**src/rtl/apb_cfg_loader_if.sv**
```systemverilog
// APB bus bundle between the configuration loader (master) and the register slave.
interface apb_cfg_loader_if;
  logic       PSEL;
  logic       PENABLE;
  logic       PWRITE;
  logic [3:0] PADDR;
  logic [7:0] PWDATA;
  logic [7:0] PRDATA;
  logic       PREADY;
  logic       PSLVERR;

  modport master (
    output PSEL, PENABLE, PWRITE, PADDR, PWDATA,
    input  PRDATA, PREADY, PSLVERR
  );

  modport slave (
    input  PSEL, PENABLE, PWRITE, PADDR, PWDATA,
    output PRDATA, PREADY, PSLVERR
  );
endinterface

```
**src/rtl/apb_cfg_loader.sv**
```systemverilog
// Loads six region-table values over APB (write pass, optional read-back pass),
// with wait-state timeout and error capture.
//
// state  | meaning
// IDLE   | no activity, waiting for start
// SETUP  | APB setup phase of the current transfer (one cycle)
// ACCESS | APB access phase, waiting for PREADY
// DONE   | sequence finished or aborted, status held until next start
module apb_cfg_loader #(
  parameter int VERIFY  = 1,
  parameter int TIMEOUT = 15
) (
  input  logic              clk,
  input  logic              rst_n,
  input  logic              start,
  input  logic [2:0]        cfg_wtable_m0,
  input  logic [2:0]        cfg_wtable_m1,
  input  logic [2:0]        cfg_wtable_m2,
  input  logic [2:0]        cfg_rtable_m0,
  input  logic [2:0]        cfg_rtable_m1,
  input  logic [2:0]        cfg_rtable_m2,
  apb_cfg_loader_if.master  apb,
  output logic              busy,
  output logic              done,
  output logic              error,
  output logic [3:0]        err_addr,
  output logic [1:0]        err_code
);

  typedef enum logic [1:0] {S_IDLE, S_SETUP, S_ACCESS, S_DONE} state_t;

  localparam bit         HAS_VERIFY = (VERIFY != 0);
  localparam logic [7:0] WAIT_LAST  = 8'(TIMEOUT - 1);

  state_t      state_q, state_d;
  logic [2:0]  idx_q, idx_d;
  logic        pass_q, pass_d;
  logic [7:0]  wait_q, wait_d;
  logic [17:0] snap_q, snap_d;
  logic        psel_q, psel_d;
  logic        penable_q, penable_d;
  logic        pwrite_q, pwrite_d;
  logic [3:0]  paddr_q, paddr_d;
  logic [7:0]  pwdata_q, pwdata_d;
  logic        busy_q, busy_d;
  logic        done_q, done_d;
  logic        error_q, error_d;
  logic [3:0]  err_addr_q, err_addr_d;
  logic [1:0]  err_code_q, err_code_d;

  logic        fin;
  logic [1:0]  fin_code;
  logic        last_xfer;
  logic [2:0]  nidx;
  logic        npass;
  logic [7:0]  rd_exp;

  // Snapshot layout: {rtable_m2, rtable_m1, rtable_m0, wtable_m2, wtable_m1, wtable_m0}
  function automatic logic [2:0] pick(input logic [2:0] idx, input logic [17:0] s);
    case (idx)
      3'd0:    pick = s[2:0];
      3'd1:    pick = s[5:3];
      3'd2:    pick = s[8:6];
      3'd3:    pick = s[11:9];
      3'd4:    pick = s[14:12];
      3'd5:    pick = s[17:15];
      default: pick = 3'd0;
    endcase
  endfunction

  always_comb begin
    state_d    = state_q;
    idx_d      = idx_q;
    pass_d     = pass_q;
    wait_d     = wait_q;
    snap_d     = snap_q;
    psel_d     = psel_q;
    penable_d  = penable_q;
    pwrite_d   = pwrite_q;
    paddr_d    = paddr_q;
    pwdata_d   = pwdata_q;
    busy_d     = busy_q;
    done_d     = done_q;
    error_d    = error_q;
    err_addr_d = err_addr_q;
    err_code_d = err_code_q;
    fin        = 1'b0;
    fin_code   = 2'b00;
    rd_exp     = {5'b0, pick(idx_q, snap_q)};
    last_xfer  = (idx_q == 3'd5) && (pass_q || !HAS_VERIFY);
    nidx       = (idx_q == 3'd5) ? 3'd0 : idx_q + 3'd1;
    npass      = (idx_q == 3'd5) ? 1'b1 : pass_q;

    case (state_q)
      S_IDLE, S_DONE: begin
        if (start) begin
          snap_d     = {cfg_rtable_m2, cfg_rtable_m1, cfg_rtable_m0,
                        cfg_wtable_m2, cfg_wtable_m1, cfg_wtable_m0};
          done_d     = 1'b0;
          error_d    = 1'b0;
          err_addr_d = 4'd0;
          err_code_d = 2'b00;
          idx_d      = 3'd0;
          pass_d     = 1'b0;
          wait_d     = 8'd0;
          state_d    = S_SETUP;
          busy_d     = 1'b1;
          psel_d     = 1'b1;
          penable_d  = 1'b0;
          pwrite_d   = 1'b1;
          paddr_d    = 4'd0;
          // Snapshot is not in snap_q yet, so the first write takes the live input.
          pwdata_d   = {5'b0, cfg_wtable_m0};
        end
      end
      S_SETUP: begin
        state_d   = S_ACCESS;
        penable_d = 1'b1;
      end
      S_ACCESS: begin
        if (apb.PREADY) begin
          if (apb.PSLVERR) begin
            fin      = 1'b1;
            fin_code = 2'b01;
          end else if (pass_q && (apb.PRDATA != rd_exp)) begin
            fin      = 1'b1;
            fin_code = 2'b10;
          end else if (last_xfer) begin
            fin      = 1'b1;
          end else begin
            state_d   = S_SETUP;
            penable_d = 1'b0;
            idx_d     = nidx;
            pass_d    = npass;
            wait_d    = 8'd0;
            paddr_d   = {1'b0, nidx};
            pwrite_d  = !npass;
            pwdata_d  = npass ? 8'd0 : {5'b0, pick(nidx, snap_q)};
          end
        end else if (wait_q == WAIT_LAST) begin
          fin      = 1'b1;
          fin_code = 2'b11;
        end else begin
          wait_d = wait_q + 8'd1;
        end
      end
      default: state_d = S_IDLE;
    endcase

    if (fin) begin
      state_d    = S_DONE;
      psel_d     = 1'b0;
      penable_d  = 1'b0;
      pwrite_d   = 1'b0;
      paddr_d    = 4'd0;
      pwdata_d   = 8'd0;
      busy_d     = 1'b0;
      done_d     = 1'b1;
      error_d    = (fin_code != 2'b00);
      err_addr_d = paddr_q;
      err_code_d = fin_code;
    end
  end

  always_ff @(posedge clk or negedge rst_n) begin
    if (!rst_n) begin
      state_q    <= S_IDLE;
      idx_q      <= 3'd0;
      pass_q     <= 1'b0;
      wait_q     <= 8'd0;
      snap_q     <= 18'd0;
      psel_q     <= 1'b0;
      penable_q  <= 1'b0;
      pwrite_q   <= 1'b0;
      paddr_q    <= 4'd0;
      pwdata_q   <= 8'd0;
      busy_q     <= 1'b0;
      done_q     <= 1'b0;
      error_q    <= 1'b0;
      err_addr_q <= 4'd0;
      err_code_q <= 2'b00;
    end else begin
      state_q    <= state_d;
      idx_q      <= idx_d;
      pass_q     <= pass_d;
      wait_q     <= wait_d;
      snap_q     <= snap_d;
      psel_q     <= psel_d;
      penable_q  <= penable_d;
      pwrite_q   <= pwrite_d;
      paddr_q    <= paddr_d;
      pwdata_q   <= pwdata_d;
      busy_q     <= busy_d;
      done_q     <= done_d;
      error_q    <= error_d;
      err_addr_q <= err_addr_d;
      err_code_q <= err_code_d;
    end
  end

  assign apb.PSEL    = psel_q;
  assign apb.PENABLE = penable_q;
  assign apb.PWRITE  = pwrite_q;
  assign apb.PADDR   = paddr_q;
  assign apb.PWDATA  = pwdata_q;
  assign busy        = busy_q;
  assign done        = done_q;
  assign error       = error_q;
  assign err_addr    = err_addr_q;
  assign err_code    = err_code_q;

endmodule

```
**src/flat_wrapper.sv**
```systemverilog
// flat-port wrapper written by rule: the top's interface ports become plain ports
module apb_cfg_loader_flat 
#(
  parameter int VERIFY  = 1,
  parameter int TIMEOUT = 15
)
  (clk, rst_n, start, cfg_wtable_m0, cfg_wtable_m1, cfg_wtable_m2, cfg_rtable_m0, cfg_rtable_m1, cfg_rtable_m2, busy, done, error, err_addr, err_code, apb_PSEL, apb_PENABLE, apb_PWRITE, apb_PADDR, apb_PWDATA, apb_PRDATA, apb_PREADY, apb_PSLVERR);
  apb_cfg_loader_if apb_i ();
  input  logic clk;
  input  logic rst_n;
  input  logic start;
  input  logic [2:0] cfg_wtable_m0;
  input  logic [2:0] cfg_wtable_m1;
  input  logic [2:0] cfg_wtable_m2;
  input  logic [2:0] cfg_rtable_m0;
  input  logic [2:0] cfg_rtable_m1;
  input  logic [2:0] cfg_rtable_m2;
  output logic busy;
  output logic done;
  output logic error;
  output logic [3:0] err_addr;
  output logic [1:0] err_code;
  output wire logic [$bits(apb_i.PSEL)-1:0] apb_PSEL;
  output wire logic [$bits(apb_i.PENABLE)-1:0] apb_PENABLE;
  output wire logic [$bits(apb_i.PWRITE)-1:0] apb_PWRITE;
  output wire logic [$bits(apb_i.PADDR)-1:0] apb_PADDR;
  output wire logic [$bits(apb_i.PWDATA)-1:0] apb_PWDATA;
  input wire logic [$bits(apb_i.PRDATA)-1:0] apb_PRDATA;
  input wire logic [$bits(apb_i.PREADY)-1:0] apb_PREADY;
  input wire logic [$bits(apb_i.PSLVERR)-1:0] apb_PSLVERR;
  assign apb_PSEL = apb_i.PSEL;
  assign apb_PENABLE = apb_i.PENABLE;
  assign apb_PWRITE = apb_i.PWRITE;
  assign apb_PADDR = apb_i.PADDR;
  assign apb_PWDATA = apb_i.PWDATA;
  assign apb_i.PRDATA = apb_PRDATA;
  assign apb_i.PREADY = apb_PREADY;
  assign apb_i.PSLVERR = apb_PSLVERR;
  apb_cfg_loader #(.VERIFY(VERIFY), .TIMEOUT(TIMEOUT)) u_core (.clk(clk), .rst_n(rst_n), .start(start), .cfg_wtable_m0(cfg_wtable_m0), .cfg_wtable_m1(cfg_wtable_m1), .cfg_wtable_m2(cfg_wtable_m2), .cfg_rtable_m0(cfg_rtable_m0), .cfg_rtable_m1(cfg_rtable_m1), .cfg_rtable_m2(cfg_rtable_m2), .apb(apb_i), .busy(busy), .done(done), .error(error), .err_addr(err_addr), .err_code(err_code));
endmodule
```
**config.mk**
```make
export PLATFORM = sky130hd
export DESIGN_NAME = apb_cfg_loader_flat
export DESIGN_NICKNAME = d
export VERILOG_FILES = /design/src/rtl/apb_cfg_loader_if.sv /design/src/rtl/apb_cfg_loader.sv /design/src/flat_wrapper.sv
export SDC_FILE = /design/constraint.sdc
export NUM_CORES = 1
export LEC_CHECK = 0
export CAP_MARGIN = 20
export CORE_MARGIN = 1.5
export CORE_UTILIZATION = 54
export CTS_CLUSTER_SIZE = 30
export DETAILED_ROUTE_END_ITERATION = 10
export PLACE_DENSITY = 0.8
export SLEW_MARGIN = 5
export SYNTH_ARGS = -nofsm -noshare
export SYNTH_HDL_FRONTEND = slang
export SYNTH_SLANG_ARGS = --single-unit
```
**constraint.sdc**
```tcl
create_clock -name clk -period 6.3 [get_ports clk]
set_input_delay 0.63 -clock clk [delete_from_list [all_inputs] [get_ports clk]]
set_output_delay 0.63 -clock clk [all_outputs]
set_load 0.02 [all_outputs]
```
Word-level counts from Yosys, hierarchy flattened
Index checks and enable logic that the tools add are counted.
{"block": "word_totals", "reg_bits": 55, "input_bits": 31, "wordCells": 142}
{"block": "op_classes", "addsub": 2, "n_eq_ne": 29, "n_mux": 79, "n_reduce_logical": 18}
{"op": "two-way mux 8 bit", "n": 12}
{"op": "case mux 3 bit (6 select lines)", "n": 2}
{"op": "two-way mux 4 bit", "n": 8}
{"op": "case mux 8 bit (2 select lines)", "n": 2}
{"op": "two-way mux 1 bit", "n": 28}
{"op": "two-way mux 2 bit", "n": 14}
{"op": "two-way mux 3 bit", "n": 7}
{"op": "AND reduction 6 bit", "n": 3}
{"op": "!= test 3 x 2 -> 1 bit, second input constant", "n": 5}
{"op": "== test 3 x 2 -> 1 bit, second input constant", "n": 4}
{"op": "== test 3 bit, second input constant", "n": 4}
{"op": "!= test 3 bit, second input constant", "n": 4}
{"op": "!= test 2 bit, second input constant", "n": 5}
{"op": "adder 8 x 1 -> 8 bit, second input constant", "n": 1}
{"op": "== test 8 x 4 -> 1 bit, second input constant", "n": 1}
{"op": "!= test 8 x 3 -> 1 bit", "n": 1}
{"op": "case mux 4 bit (2 select lines)", "n": 1}
{"op": "nonzero test 2 bit", "n": 4}
{"op": "== test 3 x 1 -> 1 bit, second input constant", "n": 2}
{"op": "zero test 3 bit", "n": 2}
{"op": "case mux 2 bit (3 select lines)", "n": 1}
{"op": "case mux 3 bit (2 select lines)", "n": 1}
{"op": "AND reduction 5 bit", "n": 1}
{"op": "== test 2 bit, second input constant", "n": 2}
{"op": "other kinds (10)", "n": 13}

Longest topological paths before layout
Gate-level depths: netlist of run 1.
{"block": "depth", "word_depth": 11, "mapped_depth": 11}

Worst setup path after synthesis of run 1
OpenSTA, ideal clock, no wires.
{"block": "synth_timing", "path_type": "reg-to-reg", "startpoint": "register u_core.idx_q[0]", "endpoint": "register u_core.idx_q[1]", "arrival_time_ps": 2715, "required_ps": 6172, "setup_slack_ps": 3458, "path_stages_with_launch": 11, "path_buffers": 2, "period_less_slack_ps": 2842, "path_cell_list": "dfrtp_1 > clkbuf_1 > and2_1 > ha_1 > a221o_1 > nor4b_2 > nor2_1 > o41a_1 > buf_6 > a211oi_2 > mux2_1"}
{"block": "synth_via", "elab_chain_cells": 7, "elab_cells_between_ends": 20}
{"element": "start: declaration", "line_no": "apb_cfg_loader.sv:36", "rtl": "logic [2:0] idx_q, idx_d;"}
{"element": "start signal: assignment", "line_no": "apb_cfg_loader.sv:184", "rtl": "idx_q <= idx_d;"}
{"element": "adder 3 x 1 -> 3 bit / == test 3 bit (equally long branches)", "line_no": "apb_cfg_loader.sv:91, apb_cfg_loader.sv:60, apb_cfg_loader.sv:90"}
{"element": "two-way mux 3 bit", "line_no": "apb_cfg_loader.sv:91", "rtl": "nidx = (idx_q == 3'd5) ? 3'd0 : idx_q + 3'd1;"}
{"element": "two-way mux 3 bit", "line_no": "apb_cfg_loader.sv:128", "rtl": "end else if (last_xfer) begin"}
{"element": "two-way mux 3 bit", "line_no": "apb_cfg_loader.sv:125", "rtl": "end else if (pass_q && (apb.PRDATA != rd_exp)) begin"}
{"element": "two-way mux 3 bit", "line_no": "apb_cfg_loader.sv:122", "rtl": "if (apb.PSLVERR) begin"}
{"element": "two-way mux 3 bit", "line_no": "apb_cfg_loader.sv:121", "rtl": "if (apb.PREADY) begin"}
{"element": "case mux 3 bit (2 select lines)", "line_no": "apb_cfg_loader.sv:94", "rtl": "case (state_q)"}
Several ways; a longest one is shown, not always the timed one. The select of a mux whose other input is x is not followed.
A chain may end at the register's enable or synchronous reset.

Final worst setup path of run 1
{"block": "layout_timing", "startpoint": "register u_core.idx_q[2]", "endpoint": "register u_core.idx_q[1]"}
{"block": "layout_via", "elab_chain_cells": 7, "elab_cells_between_ends": 19}
{"element": "parallel branches: the longest is 7 deep, another holds != test 8 x 3 -> 1 bit"}
Several ways; the timed one is not identified. The select of a mux whose other input is x is not followed.

==> results of run 1 <==
[through the flow]
stage | setup WS, ps | instance area, µm²
2_1_floorplan | 3458 | 2810
3_3_place_gp | 3040 | 3226
3_5_place_dp | 2950 | 3226
4_1_cts | 3148 | 3316
5_1_grt | 2907 | 3336
6_report | 3151 | 3336
[layer usage]
| layer | track usage, % | part of all wire [%] | routed length, µm | up-vias |
|---|---|---|---|---|
| li1 | - | - | - | 1056 |
| met1 | 32.53 | 46 | 2687 | 1057 |
| met2 | 36.97 | 48 | 2817 | 57 |
| met3 | 4.150 | 4.9 | 284 | 7 |
| met4 | 6.061 | 1.0 | 61 | 0 |
| met5 | 0 | 0 | 0 | - |
[layout by cell type, fill, tap and decap left out, types with 4 or more instances in the layout]
cell type	n
sky130_fd_sc_hd__dfrtp_1	48
sky130_fd_sc_hd__clkdlybuf4s50_1	46
sky130_fd_sc_hd__mux2_2	22
sky130_fd_sc_hd__nor2_1	21
sky130_fd_sc_hd__nand2_1	17
sky130_fd_sc_hd__mux2i_1	16
sky130_fd_sc_hd__inv_1	12
sky130_fd_sc_hd__a21oi_1	11
sky130_fd_sc_hd__o21ai_0	10
sky130_fd_sc_hd__and3_1	8
sky130_fd_sc_hd__conb_1	7
sky130_fd_sc_hd__a211oi_1	6
sky130_fd_sc_hd__a22o_1	6
sky130_fd_sc_hd__ha_1	6
sky130_fd_sc_hd__clkbuf_8	6
sky130_fd_sc_hd__nor3_1	5
sky130_fd_sc_hd__nand3_1	5
sky130_fd_sc_hd__and2_1	4
sky130_fd_sc_hd__nor2b_1	4
[power by group]
part / leakage [nW] / internal [mW] / switching (mW)
Combinational: 0.797 / 0.355 / 0.373
Sequential: 0.607 / 0.420 / 0.102
Clock: 0.0455 / 0.0897 / 0.0991
[cells in the mapped netlist, drive strengths merged (2+ instances only)]
library cell / number / area share [%]
nor2b: 4 / 0.90
nand2: 17 / 2.3
a32o: 2 / 0.72
nor3: 5 / 0.90
nand3: 5 / 0.90
clkbuf: 9 / 1.2
a31o: 2 / 0.63
a221oi: 2 / 0.63
ha: 6 / 2.7
a22oi: 2 / 0.72
a222oi: 2 / 0.72
a31oi: 2 / 0.45
inv: 12 / 1.6
a211oi: 7 / 2.1
a21oi: 12 / 2.3
nor2: 21 / 2.8
and2: 4 / 0.90
mux2i: 16 / 5.7
o2bb2ai: 3 / 0.94
and3: 8 / 1.8
nand2b: 2 / 0.45
o21ai: 12 / 2.2
buf: 14 / 3.6
a22o: 6 / 1.9
dfrtp: 48 / 43
mux2: 24 / 9.8
nand4: 2 / 0.45
[sequential cells by signal, indices dropped and copies added (netlist names)]
register and cells:
u_core.snap_q 18, u_core.busy 1, u_core.done 1, u_core.state_q 2, u_core.apb.PWDATA 3, u_core.err_code 2, u_core.apb.PADDR 3, u_core.apb.PENABLE 1
u_core.error 1, u_core.apb.PWRITE 1, u_core.wait_q 8, u_core.err_addr 3, u_core.idx_q 3, u_core.pass_q 1
[kinds of logic (layout without fill, tap and decap cells)]
family | Yosys count | after routing | synth area share [%]
simple gates | 75 | 75 | 13.73
xor+xnor | 2 | 2 | 0.6285
buf+inv | 36 | 69 | 6.553
flops | 48 | 48 | 43.09
other cells | 1 | 7 | 0.1345
mux | 40 | 40 | 15.57
compound gates | 65 | 65 | 17.60
fa+ha+maj | 6 | 6 | 2.693
[path summary, 6_finish.rpt]
path / cells past startpoint / slack, ps / to / from
min in group clk: 1 / 480 / u_core.wait_q[7] / u_core.wait_q[7]
max in group asynchronous: 2 / 5660 / u_core.apb.PADDR[2] / rst_n
setup / recovery: 8 / 3150 / u_core.idx_q[1] / u_core.idx_q[2]
hold reg to reg: 1 / 480 / u_core.wait_q[7] / u_core.wait_q[7]
setup reg to reg: 8 / 3150 / u_core.idx_q[1] / u_core.idx_q[2]
hold / removal: 1 / 160 / u_core.wait_q[7] / rst_n
[worst reg2reg max path, delay by kind of cell, from the launching register on]
kind            cells  cell delay, ps
buf+inv             1             260
flops               1             630
compound gates      3            1170
mux                 1             340
fa+ha+maj           1             280
simple gates        2             350
[area by class of cell]
| class | count | area (µm²) |
|---|---|---|
| multi-input cells | 195 | 1426 |
| fillers | 386 | 1513 |
| inverters | 13 | 48.80 |
| well taps | 67 | 83.83 |
| flip-flops and latches | 48 | 1201 |
| repair buffers | 48 | 485.5 |
| clock buffers | 8 | 90.09 |
==> impl_table.tex, run 1 <==
\begin{tabular}{lr}
\hline
Metric & Value \\
\hline
\multicolumn{2}{l}{\textbf{Finish}} \\
Antenna fix cells & 0 \\
Ratio of cells with drive above 1 in the final layout & 12.18\% \\
Layout-stage area growth over the synthesis result & 19.66\% \\
Post-layout net count & 348 \\
Utilization after layout & 68.80\% \\
Post-route non-filler standard cell count & 379 \\
\multicolumn{2}{l}{\textbf{Power and ir drop}} \\
Largest voltage drop on the vdd net & 0.2123 mV \\
Leak Pwr & 1.449 nW \\
Power density over the cells & 431.7 nW/µm² \\
Overall power consumption & 1.440 mW \\
\multicolumn{2}{l}{\textbf{Floorplan}} \\
DIE AREA & 5603 µm² \\
Count of boundary I/O pins & 55 \\
Die Width & 74.85 µm \\
Num rows & 25 \\
Floorplan die height & 74.85 µm \\
Starting utilization of the core area & 57.50\% \\
Core Footprint & 4848 µm² \\
\multicolumn{2}{l}{\textbf{Placement}} \\
Post-DP HPWL & 4337 µm \\
GPL Wtd Cong & 0.8172 \\
Port-buffer cells & 47 \\
Placed Cells & 370 \\
\multicolumn{2}{l}{\textbf{Critical path}} \\
Arrival time at the worst endpoint & 3340 ps \\
Kind of start point of the critical path & register \\
Critical Setup Path Class & register to register \\
CP Capture Type & register \\
Required time of the critical path & 6490 ps \\
CP bufs+invs & 1 \\
Critical-path top delay cell & sky130\_fd\_sc\_hd\_\_dfrtp\_1 \\
Cells traversed along the worst timing path & inv\_1 -> ha\_1 -> a221o\_1 -> nor4b\_2 -> nor2\_1 -> o41a\_1 -> a211oi\_2 -> mux2\_1 \\
Kind of cell adding the most delay to the critical path & compound AO/OA/AOI/OAI gates \\
Crit path largest cell delay & 630 ps \\
Critical-path maximum fanout & 14 \\
\multicolumn{2}{l}{\textbf{Clocking}} \\
Number of H-tree levels & 2 \\
Clock-pin slew reported for the worst setup and hold paths after clock tree synthesis & 90 ps \\
\# Post-CTS Setup Buffers & 0 \\
CTS-repair resized insts & 0 \\
Clock tree from TritonCTS & built \\
Clock sink count & 48 \\
Hold-fix buffer count after cts & 0 \\
Clock latency at the later pin of the worst-skew pair & 300 ps \\
Longest Clk Path Bufs & 2 \\
Cell chosen for the clock root & sky130\_fd\_sc\_hd\_\_clkbuf\_8 \\
Num CTS Buffers & 5 \\
\multicolumn{2}{l}{\textbf{Route}} \\
Via count of the routed design & 2177 \\
DRC & 0 \\
Final routed wirelength across all metal layers & 5850 µm \\
Number of routed nets with antenna violations & 0 \\
Via density per instance & 5.744 \\
Routed wire length per instance & 15.44 µm \\
Initial drt markers & 180 \\
Number of iterations in the first detailed-routing pass & 4 \\
\multicolumn{2}{l}{\textbf{Timing}} \\
Final hold slack & 158.1 ps \\
Shortest period the worst path allows & 3149 ps \\
Actual slew at the worst max-slew pin & 941.6 ps \\
RSZ-0062 raised after global routing & no \\
Fraction of the cycle the final worst path needs & 49.98\% \\
Number of setup violations in the final report & 0 \\
Timing-limited maximum frequency & 317.6 MHz \\
Fin Clk Skew & 9.002 ps \\
Final Hold Violating Endpoints & 0 \\
Worst max-slew margin expressed relative to the limit & 37.07\% \\
Sum Neg Setup Slack & 0 ps \\
Number of max-slew violations in the final report & 0 \\
\multicolumn{2}{l}{\textbf{Yosys}} \\
Register area share after synthesis & 43.09\% \\
Count of different cell masters after synthesis & 60 \\
Most used flip-flop cell after synthesis & sky130\_fd\_sc\_hd\_\_dfrtp\_1 \\
Avg Cell Area, Syn & 10.21 µm² \\
Post-synthesis register bit count & 48 \\
Synthesized instance count & 273 \\
Number of warnings issued by yosys & 0 \\
Fraction of registers with async set/reset & 100.0\% \\
Post-synth EDFFs & 0 \\
Post-synthesis instance area & 2788 µm² \\
\multicolumn{2}{l}{\textbf{GRT}} \\
Via count of the first global-routing pass & 2109 \\
Pin count of the biggest net entering global routing & 49 \\
Total global-route track usage & 23.09\% \\
Initial antenna violation count & 0 \\
Grt total ovfl & 0 \\
Global-route wire length before repair & 9901 µm \\
\multicolumn{2}{l}{\textbf{Job}} \\
Max-cap viol count & 0 \\
\multicolumn{2}{l}{\textbf{Outcome}} \\
Status & complete, no violations \\
\multicolumn{2}{l}{\textbf{Worst hold path}} \\
Hold WC Path Type & input port to async pin \\
\hline
\end{tabular}
No activity file was read; power rests on OpenSTA's default activity.
==> run 2, diff against run 1 <==
- CORE_UTILIZATION: 54 -> 52
- PLACE_DENSITY: 0.8 -> 0.77
- clock period: 6.3 -> 3.1 ns (I/O delays scaled with it)
==> impl_table.tex, run 2 (synthesized netlist as in run 1, its figures left out) <==
\begin{tabular}{lr}
\hline
Metric & Value \\
\hline
\multicolumn{2}{l}{\textbf{Power and ir drop}} \\
Power density over the cells & 868.0 nW/µm² (was 431.7 nW/µm²) \\
Leak Pwr & 1.503 nW (was 1.449 nW) \\
Largest voltage drop on the vdd net & 0.4701 mV (was 0.2123 mV) \\
\multicolumn{2}{l}{\textbf{Floorplan}} \\
Num rows & 26 (was 25) \\
Starting utilization of the core area & 54.24\% (was 57.50\%) \\
Floorplan die height & 76.22 µm (was 74.85 µm) \\
Count of boundary I/O pins & 55 (unchanged) \\
Die Width & 76.22 µm (was 74.85 µm) \\
Core Footprint & 5140 µm² (was 4848 µm²) \\
DIE AREA & 5809 µm² (was 5603 µm²) \\
\multicolumn{2}{l}{\textbf{Critical path}} \\
Required time of the critical path & 3280 ps (was 6490 ps) \\
Kind of start point of the critical path & register (unchanged) \\
Arrival time at the worst endpoint & 3080 ps (was 3340 ps) \\
Critical Setup Path Class & register to register (unchanged) \\
CP Capture Type & register (unchanged) \\
Critical-path maximum fanout & 9 (was 14) \\
\multicolumn{2}{l}{\textbf{Route}} \\
Routed wire length per instance & 14.92 µm (was 15.44 µm) \\
Via density per instance & 5.664 (was 5.744) \\
Via count of the routed design & 2226 (was 2177) \\
DRC & 0 (unchanged) \\
Number of routed nets with antenna violations & 0 (unchanged) \\
Initial drt markers & 84 (was 180) \\
Final routed wirelength across all metal layers & 5864 µm (was 5850 µm) \\
Number of iterations in the first detailed-routing pass & 4 (unchanged) \\
\multicolumn{2}{l}{\textbf{GRT}} \\
Initial antenna violation count & 0 (unchanged) \\
Global-route wire length before repair & 10220 µm (was 9901 µm) \\
Via count of the first global-routing pass & 2186 (was 2109) \\
Grt total ovfl & 0 (unchanged) \\
Pin count of the biggest net entering global routing & 49 (unchanged) \\
Total global-route track usage & 21.53\% (was 23.09\%) \\
\multicolumn{2}{l}{\textbf{Finish}} \\
Layout-stage area growth over the synthesis result & 22.85\% (was 19.66\%) \\
Post-route standard cell area excluding fillers & 3425 µm² (was 3336 µm²) \\
Fillers & 451 (was 386) \\
Top library cells by usage in the layout, fill and taps aside & 48 x sky130\_fd\_sc\_hd\_\_dfrtp\_1, 46 x sky130\_fd\_sc\_hd\_\_clkdlybuf4s50\_1, 22 x sky130\_fd\_sc\_hd\_\_mux2\_2 (unchanged) \\
Utilization after layout & 66.63\% (was 68.80\%) \\
Antenna fix cells & 0 (unchanged) \\
Top flop regs & u\_core.snap\_q x18, u\_core.wait\_q x8 (unchanged) \\
Combined area of the multi-input logic cells & 1426 µm² (unchanged) \\
FF+latch area & 1201 µm² (unchanged) \\
Largest reg by FF count & u\_core.snap\_q (unchanged) \\
Flip-flop count of the largest register after layout & 18 (unchanged) \\
Ratio of cells with drive above 1 in the final layout & 14.86\% (was 12.18\%) \\
Commonest non-fill, non-tap cell in the layout & sky130\_fd\_sc\_hd\_\_dfrtp\_1 (unchanged) \\
Post-layout net count & 359 (was 348) \\
\multicolumn{2}{l}{\textbf{Placement}} \\
Placed Instance Area & 3304 µm² (was 3226 µm²) \\
GPL Wtd Cong & 0.8192 (was 0.8172) \\
Port-buffer cells & 47 (unchanged) \\
Post-DP HPWL & 4309 µm (was 4337 µm) \\
\multicolumn{2}{l}{\textbf{Timing}} \\
Final Hold Violating Endpoints & 0 (unchanged) \\
Worst max-slew margin expressed relative to the limit & 36.09\% (was 37.07\%) \\
Shortest period the worst path allows & 2899 ps (was 3149 ps) \\
Fraction of the cycle the final worst path needs & 93.51\% (was 49.98\%) \\
Timing-limited maximum frequency & 345.0 MHz (was 317.6 MHz) \\
Fin Clk Skew & 7.660 ps (was 9.002 ps) \\
Number of setup violations in the final report & 0 (unchanged) \\
Number of max-slew violations in the final report & 0 (unchanged) \\
Sum Neg Setup Slack & 0 ps (unchanged) \\
Actual slew at the worst max-slew pin & 956.4 ps (was 941.6 ps) \\
RSZ-0062 raised after global routing & no (unchanged) \\
\multicolumn{2}{l}{\textbf{Clocking}} \\
CTS-repair resized insts & 0 (unchanged) \\
Num CTS Buffers & 5 (unchanged) \\
Clock latency at the later pin of the worst-skew pair & 300 ps (about the same) \\
Hold-fix buffer count after cts & 0 (unchanged) \\
Clock tree from TritonCTS & built (unchanged) \\
Number of H-tree levels & 2 (unchanged) \\
Clock-pin slew reported for the worst setup and hold paths after clock tree synthesis & 80 ps (was 90 ps) \\
\# Post-CTS Setup Buffers & 0 (unchanged) \\
Clock sink count & 48 (unchanged) \\
Longest Clk Path Bufs & 2 (unchanged) \\
Cell chosen for the clock root & sky130\_fd\_sc\_hd\_\_clkbuf\_8 (unchanged) \\
\multicolumn{2}{l}{\textbf{Outcome}} \\
Status & complete, no violations (unchanged) \\
\multicolumn{2}{l}{\textbf{Job}} \\
Max-cap viol count & 0 (unchanged) \\
\multicolumn{2}{l}{\textbf{Worst hold path}} \\
Hold WC Path Type & input port to async pin (unchanged) \\
\hline
\end{tabular}
run 2: power breakdown:
group / internal [mW] / total [mW] / switching, mW
combinational: 0.771 / 1.58 / 0.811
clock: 0.182 / 0.374 / 0.192
sequential: 0.855 / 1.02 / 0.161
total: 1.81 / 2.97 / 1.16
run 2: final timing paths:
path / start / end / slack (ps) / depth (start not counted)
min in group clk: u_core.wait_q[7] / u_core.wait_q[7] / 490 / 1
max in group asynchronous: rst_n / u_core.snap_q[1] / 2130 / 3
worst max-delay path: u_core.idx_q[2] / u_core.apb.PENABLE / 200 / 7
worst max register to register: u_core.idx_q[2] / u_core.apb.PENABLE / 200 / 7
worst min-delay path: rst_n / u_core.wait_q[7] / 470 / 2
worst min register to register: u_core.wait_q[7] / u_core.wait_q[7] / 490 / 1
run 2: critical path: stages, from the launching register on:
cell and delay, ps:
sky130_fd_sc_hd__dfrtp_1 530, sky130_fd_sc_hd__buf_4 210, sky130_fd_sc_hd__mux2_4 300, sky130_fd_sc_hd__a222oi_1 430, sky130_fd_sc_hd__xnor2_1 200, sky130_fd_sc_hd__or3_1 480, sky130_fd_sc_hd__a22oi_2 270, sky130_fd_sc_hd__mux2_2 370
run 2: stage by stage:
stage	hold WS (ps)	setup slack [ps]	cells	total power, mW
3_3_place_gp	467.4	238.2	383	2.561
6_report	469.5	201.3	393	2.973
5_1_grt	509.4	48.72	393	3.192
4_1_cts	217.7	209.0	391	2.988
2_1_floorplan	14.41	257.6	279	2.121
3_5_place_dp	472.2	174.0	383	2.601
run 2: area by class of cell:
class,instances,share of cell area [%]
Sequential cell,48,35.07
Inverter,13,1.425
Timing Repair Buffer,59,16.66
Clock buffer,8,2.631
Multi-Input combinational cell,195,41.65
Tap cell,70,2.558
run 2: metal layers:
layer	GRT usage, %	routed length [µm]	vias to the layer above	part of all wire [%]
met5	0	0	-	0
met3	3.832	217	8	3.7
li1	-	-	1076	-
met4	5.926	74	0	1.3
met1	27.17	2645	1083	45
met2	37.86	2927	59	50
==> variant 1 (config.mk and constraints of run 2) <==
`pwdata_q` no longer has a reset.
--- a/src/rtl/apb_cfg_loader.sv
+++ b/src/rtl/apb_cfg_loader.sv
@@ -175,3 +175,2 @@
       paddr_q    <= 4'd0;
-      pwdata_q   <= 8'd0;
       busy_q     <= 1'b0;
@@ -191,3 +190,2 @@
       paddr_q    <= paddr_d;
-      pwdata_q   <= pwdata_d;
       busy_q     <= busy_d;
@@ -198,2 +196,6 @@
     end
+  end
+
+  always_ff @(posedge clk) begin
+    pwdata_q <= pwdata_d;
   end
Function: changed (Yosys sat finds a counterexample within 4 cycles, from zero or initial values and one cycle with rst_n low).
==> variant 1 against run 2 <==
  * Setup slack better by 0.047 ns
  * Sequential cell count stayed put
  * Non-clock buffer count is 2 lower
  * Routed wire length is 1.2% lower
  * Area after synthesis is 3.6% lower
  * First-iteration DRC count is 52% higher
  * Power is 0.86% lower
  * Final area is 2.3% lower
  * Critical path depth is 1 higher
  * Critical endpoint is now u_core.wait_q[6]
  * Largest cell class unchanged
  * Highest routed layer unchanged
==> variant 1: results (changes against run 2) <==
ff2ff_setup_slack_ns: 0.25  # +0.05 ns
worst-path-max-fanout: 18  # +9
finalNetCount: 368  # +2.5%
groute.layer.met1.usage_pct: 29.4  # +2.3 points
slew-limit-headroom_pct: 61.9  # +26 points
grtUsageMet2_pct: 40.2  # +2.4 points
multiInputGateArea_um2: 1340  # -6.0%
gp_congestion: 0.824  # +0.55%
grt_usage_pct: 23.0  # +1.5 points
reg2regPathDepth: 8  # +1
n_all_buffers: 57  # -3.4%
route.layer.met1.wl_um: 2550  # -3.4%
route.met2.wl_um: 2950  # +0.82%
nNonClkInverters: 14  # +1
use_met3_pct: 4.02  # +0.18 points
first_global_vias: 2122  # -2.9%
netlist-cell-type-count: 49  # -18%
status: "finished clean"
routed_wirelength_um: 5790  # -1.2%
layout.nonclk_buf_share_pct: 16.6  # -0.056 points
timing.clock.skew_ns: 0.0132  # +0.00559 ns
post_route_cells_drive_above_1_share_pct: 12.3  # -2.5 points
worst_setup_path_endpoint: "u_core.wait_q[6]"
max-vdd-ir-drop_mv: 0.486  # +3.5%
critical_path_arrival_ns: 3.09  # about the same
wire_length_of_the_first_global_routing_pass_um: 9850  # -3.6%
detailed_place_hpwl_um: 4230  # -1.9%
crit_path_max_incr_delay_ns: 0.71  # +0.18 ns
filler_cells_inserted: 409  # -9.3%
clock_tree_area_fraction_pct: 3.78  # +1.1 points
power_leakage_nw: 1.44  # -3.9%
route.vias.total: 2241  # +0.67%
antenna_violations_before_repair: 0  # unchanged
pwr.group.clock_w: 0.000493  # +32%
pin_count_of_the_biggest_net_entering_global_routing: 46  # -6.1%
synthTopCellsByCount: "45 x sky130_fd_sc_hd__dfrtp_1, 29 x sky130_fd_sc_hd__nand2_1, 22 x sky130_fd_sc_hd__o21ai_0"
clk_buf: 7  # -1
multiInputCombCellCount: 205  # +5.1%
dr_wl_met3_um: 222  # +2.3%
yosys.area_share.adder_pct: 2.79  # +0.10 points
synth_seq_area_share_pct: 44.1  # +1.0 points
p_switching_w: 0.00114  # -2.5%
share_of_synthesized_area_spent_on_multiplexers_pct: 12.0  # -3.6 points
hold_path.class: "in -> async"
layout.area.seq_um2: 1190  # -1.2%
compound_gate_fraction_of_synth_area_pct: 16.8  # -0.79 points
drt_iter0_markers: 128  # +52%
-- variant 1: stage by stage --
| step | total power [W] | hold slack (ns) | std cells | cell area (um2) | setup slack, ns |
|---|---|---|---|---|---|
| 3_5_place_dp | 0.00246 | 0.478 | 389 | 3190 | 0.277 |
| 4_1_cts | 0.00296 | 0.209 | 397 | 3320 | 0.244 |
| 3_3_place_gp | 0.00242 | 0.474 | 389 | 3190 | 0.295 |
| 2_1_floorplan | 0.00201 | 0.0144 | 290 | 2710 | 0.499 |
| 5_1_grt | 0.00317 | 0.425 | 399 | 3350 | 0.0126 |
| 6_report | 0.00295 | 0.412 | 399 | 3350 | 0.249 |
-- variant 1: critical path: cells and delay by family (launching register included) --
family	cells	cell delay (ns)
and+or+nand+nor	3	1.00
DFF	1	0.71
AOI/OAI and AO/OA	2	0.56
adders and majority gates	1	0.26
buffers and inverters	1	0.13
xor gates and xnor gates	1	0.12
==> variant 2 (config.mk and constraints of run 2) <==
Made on the original files. `TIMEOUT` is set to 15 in 2 places; all go to 11.
--- a/src/rtl/apb_cfg_loader.sv
+++ b/src/rtl/apb_cfg_loader.sv
@@ -10,3 +10,3 @@
   parameter int VERIFY  = 1,
-  parameter int TIMEOUT = 15
+  parameter int TIMEOUT = 11
 ) (
--- a/src/flat_wrapper.sv
+++ b/src/flat_wrapper.sv
@@ -4,3 +4,3 @@
   parameter int VERIFY  = 1,
-  parameter int TIMEOUT = 15
+  parameter int TIMEOUT = 11
 )
Check against the original RTL: no difference found for any inputs over 10 cycles, from zero or initial values and one cycle with rst_n low; that may be too few to reach the edited logic, so the function may still have changed.
==> variant 2 against run 2 <==
  * Setup slack improved by 0.041 ns
  * Power is 0.10% higher
  * Non-clock buffer count shrank 2
  * Routed wire length rose by 15%
  * Count of clock-buffer cells in the layout fell by 2
  * Area after synthesis increased by 2.1%
  * Critical path depth grew 1
  * Synthesized cell count grew 3.7%
  * Die area up 2.0%
  * Sequential power grew 4%
  * Sequential cell count stayed put
  * Final area grew 2.2%
  * Maximum frequency grew 1.5%
  * First-iteration DRC count grew 69%
==> variant 2: results (changes against run 2) <==
post_cts.resized_instances: 0  # unchanged
route.layer.met1.wl_um: 3100  # +17%
status: "finished clean"
max-vdd-ir-drop_mv: 0.528  # +12%
power_leakage_nw: 1.55  # +3.0%
netlist-cell-type-count: 56  # -6.7%
route.met2.wl_um: 3250  # +11%
cells_after_dpl: 391  # +2.1%
wire_length_of_the_first_global_routing_pass_um: 11300  # +10%
top_signal_layer_used: "met4"
total_neg_setup_slack_ns: 0  # unchanged
finalNetCount: 367  # +2.2%
drt_iter0_markers: 142  # +69%
grt_usage_pct: 23.7  # +2.1 points
critical_path_arrival_ns: 3.05  # -0.03 ns
post_route_cells_drive_above_1_share_pct: 13.9  # -0.96 points
first_global_vias: 2277  # +4.2%
cpLargestDelayFamily: "compound AO/OA/AOI/OAI gates"
dr_wl_met3_um: 309  # +42%
synth_seq_area_share_pct: 42.2  # -0.89 points
rr_startpoint: "u_core.idx_q[1]"
max_slew.worst_pin.slew_ns: 0.661  # -0.296 ns
synthTopCellsByCount: "48 x sky130_fd_sc_hd__dfrtp_1, 22 x sky130_fd_sc_hd__nand2_1, 20 x sky130_fd_sc_hd__mux2_2"
layout_top_registers: "u_core.snap_q: 18 flops, u_core.wait_q: 8 flops"
gp_congestion: 0.911  # +11%
detailed_place_hpwl_um: 4880  # +13%
synthesis.area_per_instance_um2: 10.1  # -1.5%
route.vias.total: 2405  # +8.0%
drt_first_pass_iters: 4  # unchanged
crit_path_max_incr_delay_ns: 0.46  # -0.07 ns
critPathKind: "reg -> reg"
drt-wirelength-per-cell_um: 16.8  # +12%
asyncSetResetFlopFracSynth_pct: 100  # unchanged
antenna-diode-count: 0  # unchanged
placedInstanceArea_um2: 3360  # +1.7%
main_flop_type_after_synthesis: "sky130_fd_sc_hd__dfrtp_1"
post_synth_main_area_contributors: "sky130_fd_sc_hd__dfrtp_1 42%, sky130_fd_sc_hd__mux2_2 7.9%, sky130_fd_sc_hd__nand2_1 2.9%, sky130_fd_sc_hd__mux2i_1 2.8%, sky130_fd_sc_hd__ha_1 2.6%"
ctsLongestPathBuffers: 2  # unchanged
routed_wirelength_um: 6730  # +15%
worst-path-max-fanout: 8  # -1
timing.clock.skew_ns: 0.00544  # -0.00222 ns
==> variant 2: cell count changes in the layout (fill, tap and decap cells not counted), moves of 7 or more <==
cell,run 2,this run
sky130_fd_sc_hd__a21o_1,0,8
sky130_fd_sc_hd__mux2i_1,16,8
sky130_fd_sc_hd__nand3_1,5,15
sky130_fd_sc_hd__nor2_1,21,14
sky130_fd_sc_hd__o31ai_1,1,8
==> variant 2: area by class of cell <==
class | count | area [um2]
clock inverters | 2 | 35.0
multi-input cells | 209 | 1510
flip-flops and latches | 48 | 1200
well taps | 70 | 87.6
inverters | 9 | 33.8
fillers | 454 | 1710
repair buffers | 57 | 556
clock buffers | 6 | 72.6
==> variant 2: where the power goes <==
group | leakage [nW] | switching, W | internal (W) | total [W]
Clock | 0.0552 | 0.000213 | 0.000240 | 0.000452
Combinational | 0.886 | 0.000760 | 0.000707 | 0.00147
Sequential | 0.607 | 0.000201 | 0.000856 | 0.00106
Total | 1.55 | 0.00117 | 0.00180 | 0.00298
==> variant 2: worst paths after layout <==
| kind | end | slack, ns | cells past startpoint |
|---|---|---|---|
| min | u_core.snap_q[11] | 0.47 | 2 |
| max in group asynchronous | u_core.wait_q[5] | 2.13 | 3 |
| min reg2reg | u_core.err_code[0] | 0.51 | 1 |
| min in group clk | u_core.err_code[0] | 0.51 | 1 |
| max | u_core.wait_q[2] | 0.24 | 8 |
| max reg2reg | u_core.wait_q[2] | 0.24 | 8 |
==> variant 2: worst reg2reg max path: cells and delay by family, from the launching register on <==
kind	cells	cell delay, ns
AOI/OAI and AO/OA	5	1.70
adders and majority gates	1	0.24
DFF	1	0.46
and+or+nand+nor	2	0.35
==> variant 2: through the flow <==
stage | utilization, % | setup slack, ns
after detailed placement | 64.6 | 0.178
after CTS | 66.7 | 0.301
after global routing | 67.2 | 0.174
final | 67.2 | 0.243
after floorplan | - | 0.228
after global placement | 64.6 | 0.246
==> variant 2: what timing repair did <==
item | CTS | global route
hold buffers | 0 | 1
setup buffers | 0 | 0
endpoints found under the hold margin | 0 | 15
==> variant 2: kinds of logic after synthesis <==
family / synth area share, %
muxes: 13.1
adders and majority gates: 2.64
other: 0.132
AOI/OAI and AO/OA: 19.5
and+or+nand+nor: 17.1
DFF: 42.2
buffers and inverters: 5.41
==> variant 2: layer usage <==
metal	up-vias	global-route usage, %
li1	1139	-
met1	1187	32.8
met2	69	39.2
met3	10	3.69
met4	0	5.45
met5	-	0
